## config.mk

```make
export PLATFORM = sky130hd
export DESIGN_NAME = mem_access_stage
export DESIGN_NICKNAME = d
export VERILOG_FILES = /design/src/rtl/mem_access_stage.sv
export SDC_FILE = /design/constraint.sdc
export NUM_CORES = 1
export LEC_CHECK = 0
export BUFFER_PORTS_ARGS = -buffer_cell sky130_fd_sc_hd__buf_2
export CAP_MARGIN = 20
export CORE_ASPECT_RATIO = 1.75
export CORE_UTILIZATION = 40
export CTS_BUF_LIST = sky130_fd_sc_hd__clkbuf_4
export CTS_CLUSTER_SIZE = 10
export DETAILED_ROUTE_END_ITERATION = 8
export PLACE_DENSITY = 0.67
export SLEW_MARGIN = 10
export SYNTH_ARGS = -nofsm -noshare
export SYNTH_HDL_FRONTEND = slang
export SYNTH_SLANG_ARGS = --single-unit
```

## constraint.sdc

```tcl
create_clock -name clk -period 6.1 [get_ports clk]
set_input_delay 0.305 -clock clk [delete_from_list [all_inputs] [get_ports clk]]
set_output_delay 0.305 -clock clk [all_outputs]
set_load 0.02 [all_outputs]
```

## src/rtl/mem_access_stage.sv

```systemverilog
// MEM stage: issues one data-bus transaction per load/store and builds the write-back result.
// Latency: ALU ops are valid 1 cycle after accept; loads/stores at least 3 cycles after accept.
// Backpressure: mem_allowin held low while a bus transaction is open or WB stalls the held result.
//
// Ports:
//   clk, rst           - clock and synchronous active-high reset
//   *_EXE_MEM          - instruction fields from the EXE/MEM registers (exe_to_mem_valid / mem_allowin)
//   ex_int_handle      - exception flush
//   data_*             - SRAM-like data bus (req / addr_ok / data_ok)
//   *_MEM_WB           - write-back result to WB (mem_to_wb_valid / wb_allowin)
module mem_access_stage (
    input  logic        clk,
    input  logic        rst,
    input  logic        exe_to_mem_valid,
    output logic        mem_allowin,
    input  logic        MemEn_EXE_MEM,
    input  logic [3:0]  MemWrite_EXE_MEM,
    input  logic [31:0] ALUResult_EXE_MEM,
    input  logic [31:0] MemWdata_EXE_MEM,
    input  logic [1:0]  s_vaddr_EXE_MEM,
    input  logic [2:0]  s_size_EXE_MEM,
    input  logic        LB_EXE_MEM,
    input  logic        LBU_EXE_MEM,
    input  logic        LH_EXE_MEM,
    input  logic        LHU_EXE_MEM,
    input  logic [1:0]  LW_EXE_MEM,
    input  logic [31:0] RegRdata2_EXE_MEM,
    input  logic [4:0]  RegWaddr_EXE_MEM,
    input  logic [3:0]  RegWrite_EXE_MEM,
    input  logic [31:0] PC_EXE_MEM,
    input  logic        ex_int_handle,
    output logic        data_req,
    output logic        data_wr,
    output logic [2:0]  data_size,
    output logic [31:0] data_addr,
    output logic [31:0] data_wdata,
    input  logic        data_addr_ok,
    input  logic        data_data_ok,
    input  logic [31:0] data_rdata,
    input  logic        wb_allowin,
    output logic        mem_to_wb_valid,
    output logic [4:0]  RegWaddr_MEM_WB,
    output logic [3:0]  RegWrite_MEM_WB,
    output logic [31:0] RegWdata_MEM_WB,
    output logic [31:0] PC_MEM_WB
);

    typedef enum logic [1:0] {
        S_EMPTY = 2'd0,
        S_REQ   = 2'd1,
        S_RESP  = 2'd2,
        S_HOLD  = 2'd3
    } state_e;

    state_e      state_q,    state_d;
    logic        cancel_q,   cancel_d;
    logic        is_store_q, is_store_d;
    logic [31:0] addr_q,     addr_d;
    logic [31:0] wdata_q,    wdata_d;
    logic [1:0]  svaddr_q,   svaddr_d;
    logic [2:0]  ssize_q,    ssize_d;
    logic        lb_q,       lb_d;
    logic        lbu_q,      lbu_d;
    logic        lh_q,       lh_d;
    logic        lhu_q,      lhu_d;
    logic [1:0]  lw_q,       lw_d;
    logic [31:0] rt_q,       rt_d;
    logic [4:0]  regwaddr_q, regwaddr_d;
    logic [3:0]  regwrite_q, regwrite_d;
    logic [31:0] regwdata_q, regwdata_d;
    logic [31:0] pc_q,       pc_d;

    logic        accept;
    logic        in_req;
    logic [7:0]  byte_sel;
    logic [15:0] half_sel;
    logic [31:0] load_data;

    assign mem_allowin = ~ex_int_handle &
                         ((state_q == S_EMPTY) | ((state_q == S_HOLD) & wb_allowin));
    assign accept      = exe_to_mem_valid & mem_allowin;
    assign in_req      = (state_q == S_REQ);

    // Bus outputs are driven only while a request is outstanding.
    assign data_req   = in_req;
    assign data_wr    = in_req & is_store_q;
    assign data_addr  = !in_req   ? 32'd0 :
                        is_store_q ? {addr_q[31:2], svaddr_q} : {addr_q[31:2], 2'b00};
    assign data_size  = !in_req   ? 3'd0 : (is_store_q ? ssize_q : 3'd2);
    assign data_wdata = (in_req & is_store_q) ? wdata_q : 32'd0;

    assign mem_to_wb_valid = (state_q == S_HOLD);
    assign RegWaddr_MEM_WB = regwaddr_q;
    assign RegWrite_MEM_WB = regwrite_q;
    assign RegWdata_MEM_WB = regwdata_q;
    assign PC_MEM_WB       = pc_q;

    // Load alignment: bus always returns the whole aligned word.
    always_comb begin
        byte_sel  = 8'd0;
        half_sel  = addr_q[1] ? data_rdata[31:16] : data_rdata[15:0];
        load_data = data_rdata;
        case (addr_q[1:0])
            2'd0:    byte_sel = data_rdata[7:0];
            2'd1:    byte_sel = data_rdata[15:8];
            2'd2:    byte_sel = data_rdata[23:16];
            default: byte_sel = data_rdata[31:24];
        endcase
        if (lb_q) begin
            load_data = {{24{byte_sel[7]}}, byte_sel};
        end else if (lbu_q) begin
            load_data = {24'd0, byte_sel};
        end else if (lh_q) begin
            load_data = {{16{half_sel[15]}}, half_sel};
        end else if (lhu_q) begin
            load_data = {16'd0, half_sel};
        end else if (lw_q == 2'b10) begin
            // LWL: high-order bytes come from memory, low-order kept from rt
            case (addr_q[1:0])
                2'd0:    load_data = {data_rdata[7:0],  rt_q[23:0]};
                2'd1:    load_data = {data_rdata[15:0], rt_q[15:0]};
                2'd2:    load_data = {data_rdata[23:0], rt_q[7:0]};
                default: load_data = data_rdata;
            endcase
        end else if (lw_q == 2'b01) begin
            // LWR: low-order bytes come from memory, high-order kept from rt
            case (addr_q[1:0])
                2'd0:    load_data = data_rdata;
                2'd1:    load_data = {rt_q[31:24], data_rdata[31:8]};
                2'd2:    load_data = {rt_q[31:16], data_rdata[31:16]};
                default: load_data = {rt_q[31:8],  data_rdata[31:24]};
            endcase
        end else begin
            load_data = data_rdata;
        end
    end

    always_comb begin
        state_d    = state_q;
        cancel_d   = cancel_q;
        is_store_d = is_store_q;
        addr_d     = addr_q;
        wdata_d    = wdata_q;
        svaddr_d   = svaddr_q;
        ssize_d    = ssize_q;
        lb_d       = lb_q;
        lbu_d      = lbu_q;
        lh_d       = lh_q;
        lhu_d      = lhu_q;
        lw_d       = lw_q;
        rt_d       = rt_q;
        regwaddr_d = regwaddr_q;
        regwrite_d = regwrite_q;
        regwdata_d = regwdata_q;
        pc_d       = pc_q;

        case (state_q)
            S_REQ: begin
                if (data_addr_ok) begin
                    // Once accepted the transaction must be drained even if flushed.
                    state_d  = S_RESP;
                    cancel_d = ex_int_handle;
                end else if (ex_int_handle) begin
                    state_d = S_EMPTY;
                end
            end
            S_RESP: begin
                if (data_data_ok) begin
                    if (cancel_q | ex_int_handle) begin
                        state_d  = S_EMPTY;
                        cancel_d = 1'b0;
                    end else begin
                        state_d    = S_HOLD;
                        regwdata_d = load_data;
                        if (is_store_q) begin
                            regwrite_d = 4'd0;
                        end
                    end
                end else if (ex_int_handle) begin
                    cancel_d = 1'b1;
                end
            end
            S_HOLD: begin
                if (ex_int_handle || wb_allowin) begin
                    state_d = S_EMPTY;
                end
            end
            default: begin
            end
        endcase

        // Accept only happens from EMPTY or a draining HOLD, so it overrides the above.
        if (accept) begin
            state_d    = MemEn_EXE_MEM ? S_REQ : S_HOLD;
            cancel_d   = 1'b0;
            is_store_d = |MemWrite_EXE_MEM;
            addr_d     = ALUResult_EXE_MEM;
            wdata_d    = MemWdata_EXE_MEM;
            svaddr_d   = s_vaddr_EXE_MEM;
            ssize_d    = s_size_EXE_MEM;
            lb_d       = LB_EXE_MEM;
            lbu_d      = LBU_EXE_MEM;
            lh_d       = LH_EXE_MEM;
            lhu_d      = LHU_EXE_MEM;
            lw_d       = LW_EXE_MEM;
            rt_d       = RegRdata2_EXE_MEM;
            regwaddr_d = RegWaddr_EXE_MEM;
            regwrite_d = RegWrite_EXE_MEM;
            regwdata_d = ALUResult_EXE_MEM;
            pc_d       = PC_EXE_MEM;
        end
    end

    always_ff @(posedge clk) begin
        if (rst) begin
            state_q    <= S_EMPTY;
            cancel_q   <= 1'b0;
            is_store_q <= 1'b0;
            addr_q     <= 32'd0;
            wdata_q    <= 32'd0;
            svaddr_q   <= 2'd0;
            ssize_q    <= 3'd0;
            lb_q       <= 1'b0;
            lbu_q      <= 1'b0;
            lh_q       <= 1'b0;
            lhu_q      <= 1'b0;
            lw_q       <= 2'd0;
            rt_q       <= 32'd0;
            regwaddr_q <= 5'd0;
            regwrite_q <= 4'd0;
            regwdata_q <= 32'd0;
            pc_q       <= 32'd0;
        end else begin
            state_q    <= state_d;
            cancel_q   <= cancel_d;
            is_store_q <= is_store_d;
            addr_q     <= addr_d;
            wdata_q    <= wdata_d;
            svaddr_q   <= svaddr_d;
            ssize_q    <= ssize_d;
            lb_q       <= lb_d;
            lbu_q      <= lbu_d;
            lh_q       <= lh_d;
            lhu_q      <= lhu_d;
            lw_q       <= lw_d;
            rt_q       <= rt_d;
            regwaddr_q <= regwaddr_d;
            regwrite_q <= regwrite_d;
            regwdata_q <= regwdata_d;
            pc_q       <= pc_d;
        end
    end

endmodule

```

==> reports/metrics.yaml <==
grt:
  use_met1_pct: 31.80
  groute.usage.overall_pct: 30.87
  grt_use_met3_pct: 7.556
  grt.met2_usage_pct: 52.98
  antenna_found_initial: 1
  busiest_layer: "met2"
  grt_max_degree: 156
  overflow: 0
  grt_pass1_vias: 10194
  grt_pass1_wl_um: 54900
route:
  vias: 10576
  post_drt_wl_per_cell_um: 19.00
  drtAntennaViolNets: 0
  drtIter0Drc: 943
  totalWireLength_um: 36630
  first_pass_iters: 7
  drc_errors: 0
  post_drt_via_cell_ratio: 5.485
placed_design:
  numPortBuffers: 335
  dpl_cell_area_um2: 10900
  dp.final_hpwl_um: 25180
  dp_slack_ns: 3.503
  gp_congestion: 0.9744
pwr:
  vdd_drop_max_v: 0.0001537
  power_per_cell_area_nw_per_um2: 204.1
  p_leak_nw: 5.458
cells_and_area:
  drive_gt1_share_pct: 25.44
  layout_common_cells: "334 x buf_2, 324 x nand2_1, 195 x a21oi_1"
  final_common_cell: "buf_2"
  area_growth_syn_to_layout_pct: 38.77
  fin_area_um2: 12690
  fillerInstances: 2121
  fin_nets: 1811
  finish.utilization_pct: 57.02
synthesis:
  syn_nets: 1396
  ys_ff_latch: 184
  synth-edff-count: 0
  syn_area_um2: 9143
  synth-main-ff-cell: "dfxtp_1"
  avgSynthCellArea_um2: 7.593
  syn-instance-count: 1204
  yosys_warnings: 0
  ys_seq_area_share_pct: 40.29
  ys_types: 57
  async_reset_ff_share_pct: 0
clocking:
  cts.clk_slew.worst_paths_ns: 0.14
  cts.sinks: 184
  clockBufferDepth: 2
  cts-buffers-inserted: 17
  cts_tree: "built"
  root_buffer: "clkbuf_4"
  post-cts-setup-buffers: 0
  clk_latency_ns: 0.64
  htree_num_levels: 4
setup_path:
  path_max_fanout: 77
  arrival_ns: 3.46
  worstSetupStartpointType: "flip-flop"
  required_ns: 6.66
  path_class: "reg -> reg"
  end_kind: "flip-flop"
timing:
  skew_ns: 0.03313
  tightestPinTransition_ns: 1.104
  relSlewSlack_pct: 26.30
  rsz0062_at_grt: "no"
  setup_ws_ns: 3.199
  fin_crit_ns: 2.901
  tns_ns: 0
  max_freq_mhz: 344.7
  finalCritPeriodShare_pct: 47.56
  setup_viol: 0
  finalMaxSlewViolations: 0
  hold_viol_final: 0
outcome:
  outcome: "finished clean"
floorplanning:
  num_rows: 72
  ioPinCount: 336
  initial_core_util_pct: 41.09
  coreArea_um2: 22250
  die_width_um: 116.3
  die_h_um: 202.0
  die_area_um2: 23490
run:
  maxCapViolCount: 0
worst_hold_path:
  min_path_type: "in -> reg"
[final cells by class]
class                   instances  area, um^2  area share, %
multi-input cells             900        4984          39.28
flip-flops and latches        184        3685          29.04
repair buffers                503        3337          26.30
well taps                     296       370.4          2.919
clock inverters                14       132.6          1.045
clock buffers                  17       127.6          1.006
inverters                      13       48.80         0.3846
diodes                          1       2.502        0.01972
[cells by family (layout without fill, tap and decap cells)]
group / Yosys count / after routing / synth area share [%]
buffers and inverters: 120 / 547 / 5.488
muxes: 50 / 50 / 6.336
other: 0 / 1 / 0
DFF: 184 / 184 / 40.29
and+or+nand+nor: 489 / 489 / 23.62
AOI/OAI and AO/OA: 361 / 361 / 24.26
[worst max-delay path, cell delays in order, from the launching register on]
cell           delay, ns
dfxtp_1             0.49
and3_1              0.31
o21a_4              0.40
buf_4               0.70
o41ai_1             0.17
dlygate4sd3_1       0.59
a21oi_1             0.14
[metal layers]
metal	routed length, um	part of all wire [%]
met3	2490	6.8
met4	2722	7.4
met1	13430	37
met2	17990	49
met5	0	0
[path summary, 6_finish.rpt]
| path | cells after the start | slack (ns) | to | start |
|---|---|---|---|---|
| max | 6 | 3.20 | is_store_q | state_q[0] |
| min | 4 | 0.07 | state_q[0] | data_addr_ok |
| max reg2reg | 6 | 3.20 | is_store_q | state_q[0] |
| min reg2reg | 2 | 0.46 | addr_q[9] | addr_q[9] |
[synthesized netlist by cell type, types with 3 or more instances]
master | number | area (um^2)
a222oi_1 | 4 | 40.04
and2_1 | 37 | 231.5
o311a_1 | 6 | 60.06
nor3_1 | 11 | 55.05
o221ai_1 | 6 | 52.55
mux2_2 | 13 | 146.4
mux2i_1 | 32 | 320.3
a221o_1 | 4 | 40.04
inv_1 | 13 | 48.80
a21oi_1 | 195 | 975.9
or2_2 | 6 | 37.54
nand2_1 | 324 | 1216
nor2_1 | 32 | 120.1
a31oi_1 | 16 | 100.1
buf_2 | 26 | 130.1
a221oi_1 | 15 | 131.4
nand3b_1 | 3 | 22.52
o21bai_1 | 3 | 22.52
clkbuf_1 | 68 | 255.2
o2111ai_1 | 7 | 61.31
buf_1 | 10 | 37.54
a2bb2oi_1 | 6 | 52.55
o211ai_1 | 10 | 75.07
nand2b_1 | 7 | 43.79
nand3_1 | 10 | 50.05
o221a_2 | 3 | 33.78
mux4_2 | 5 | 112.6
o21ai_0 | 41 | 205.2
a21boi_0 | 3 | 22.52
dfxtp_1 | 184 | 3684
a22oi_1 | 9 | 67.56
a311oi_1 | 4 | 35.03
a211o_1 | 8 | 70.07
nor2b_1 | 9 | 56.30
and3_1 | 39 | 244.0
a211oi_1 | 5 | 37.54
or3_1 | 4 | 25.02
[metrics by stage]
| step | cells | hold WS, ns | total power, mW |
|---|---|---|---|
| after floorplan | 1204 | 0.4317 | 1.647 |
| after global placement | 1744 | 0.4372 | 1.853 |
| after detailed placement | 1744 | 0.4426 | 1.858 |
| after CTS | 1927 | 0.002792 | 2.606 |
| after global routing | 1928 | 0.01221 | 2.712 |
| final | 1928 | 0.06951 | 2.589 |
[state kept, by name, indices dropped and copies added, names as in the netlist, 2 cells and up]
register         count
RegWaddr_MEM_WB      5
ssize_q              3
PC_MEM_WB           32
RegWrite_MEM_WB      4
RegWdata_MEM_WB     32
wdata_q             32
state_q              2
svaddr_q             2
addr_q              32
lw_q                 2
rt_q                32
[report_power, final]
part	switching, mW	leakage (nW)	internal (mW)	total [mW]
combinational	0.352	3.82	0.251	0.603
sequential	0.0476	1.50	1.27	1.32
clock	0.434	0.140	0.236	0.670
[timing repair]
item                                   in CTS  in global routing
setup endpoints to repair                   0                  0
endpoints found under the hold margin     178                  0
hold buffers                              152                  0
resized for setup                           0                  0
(Power assumes the default switching activity.)
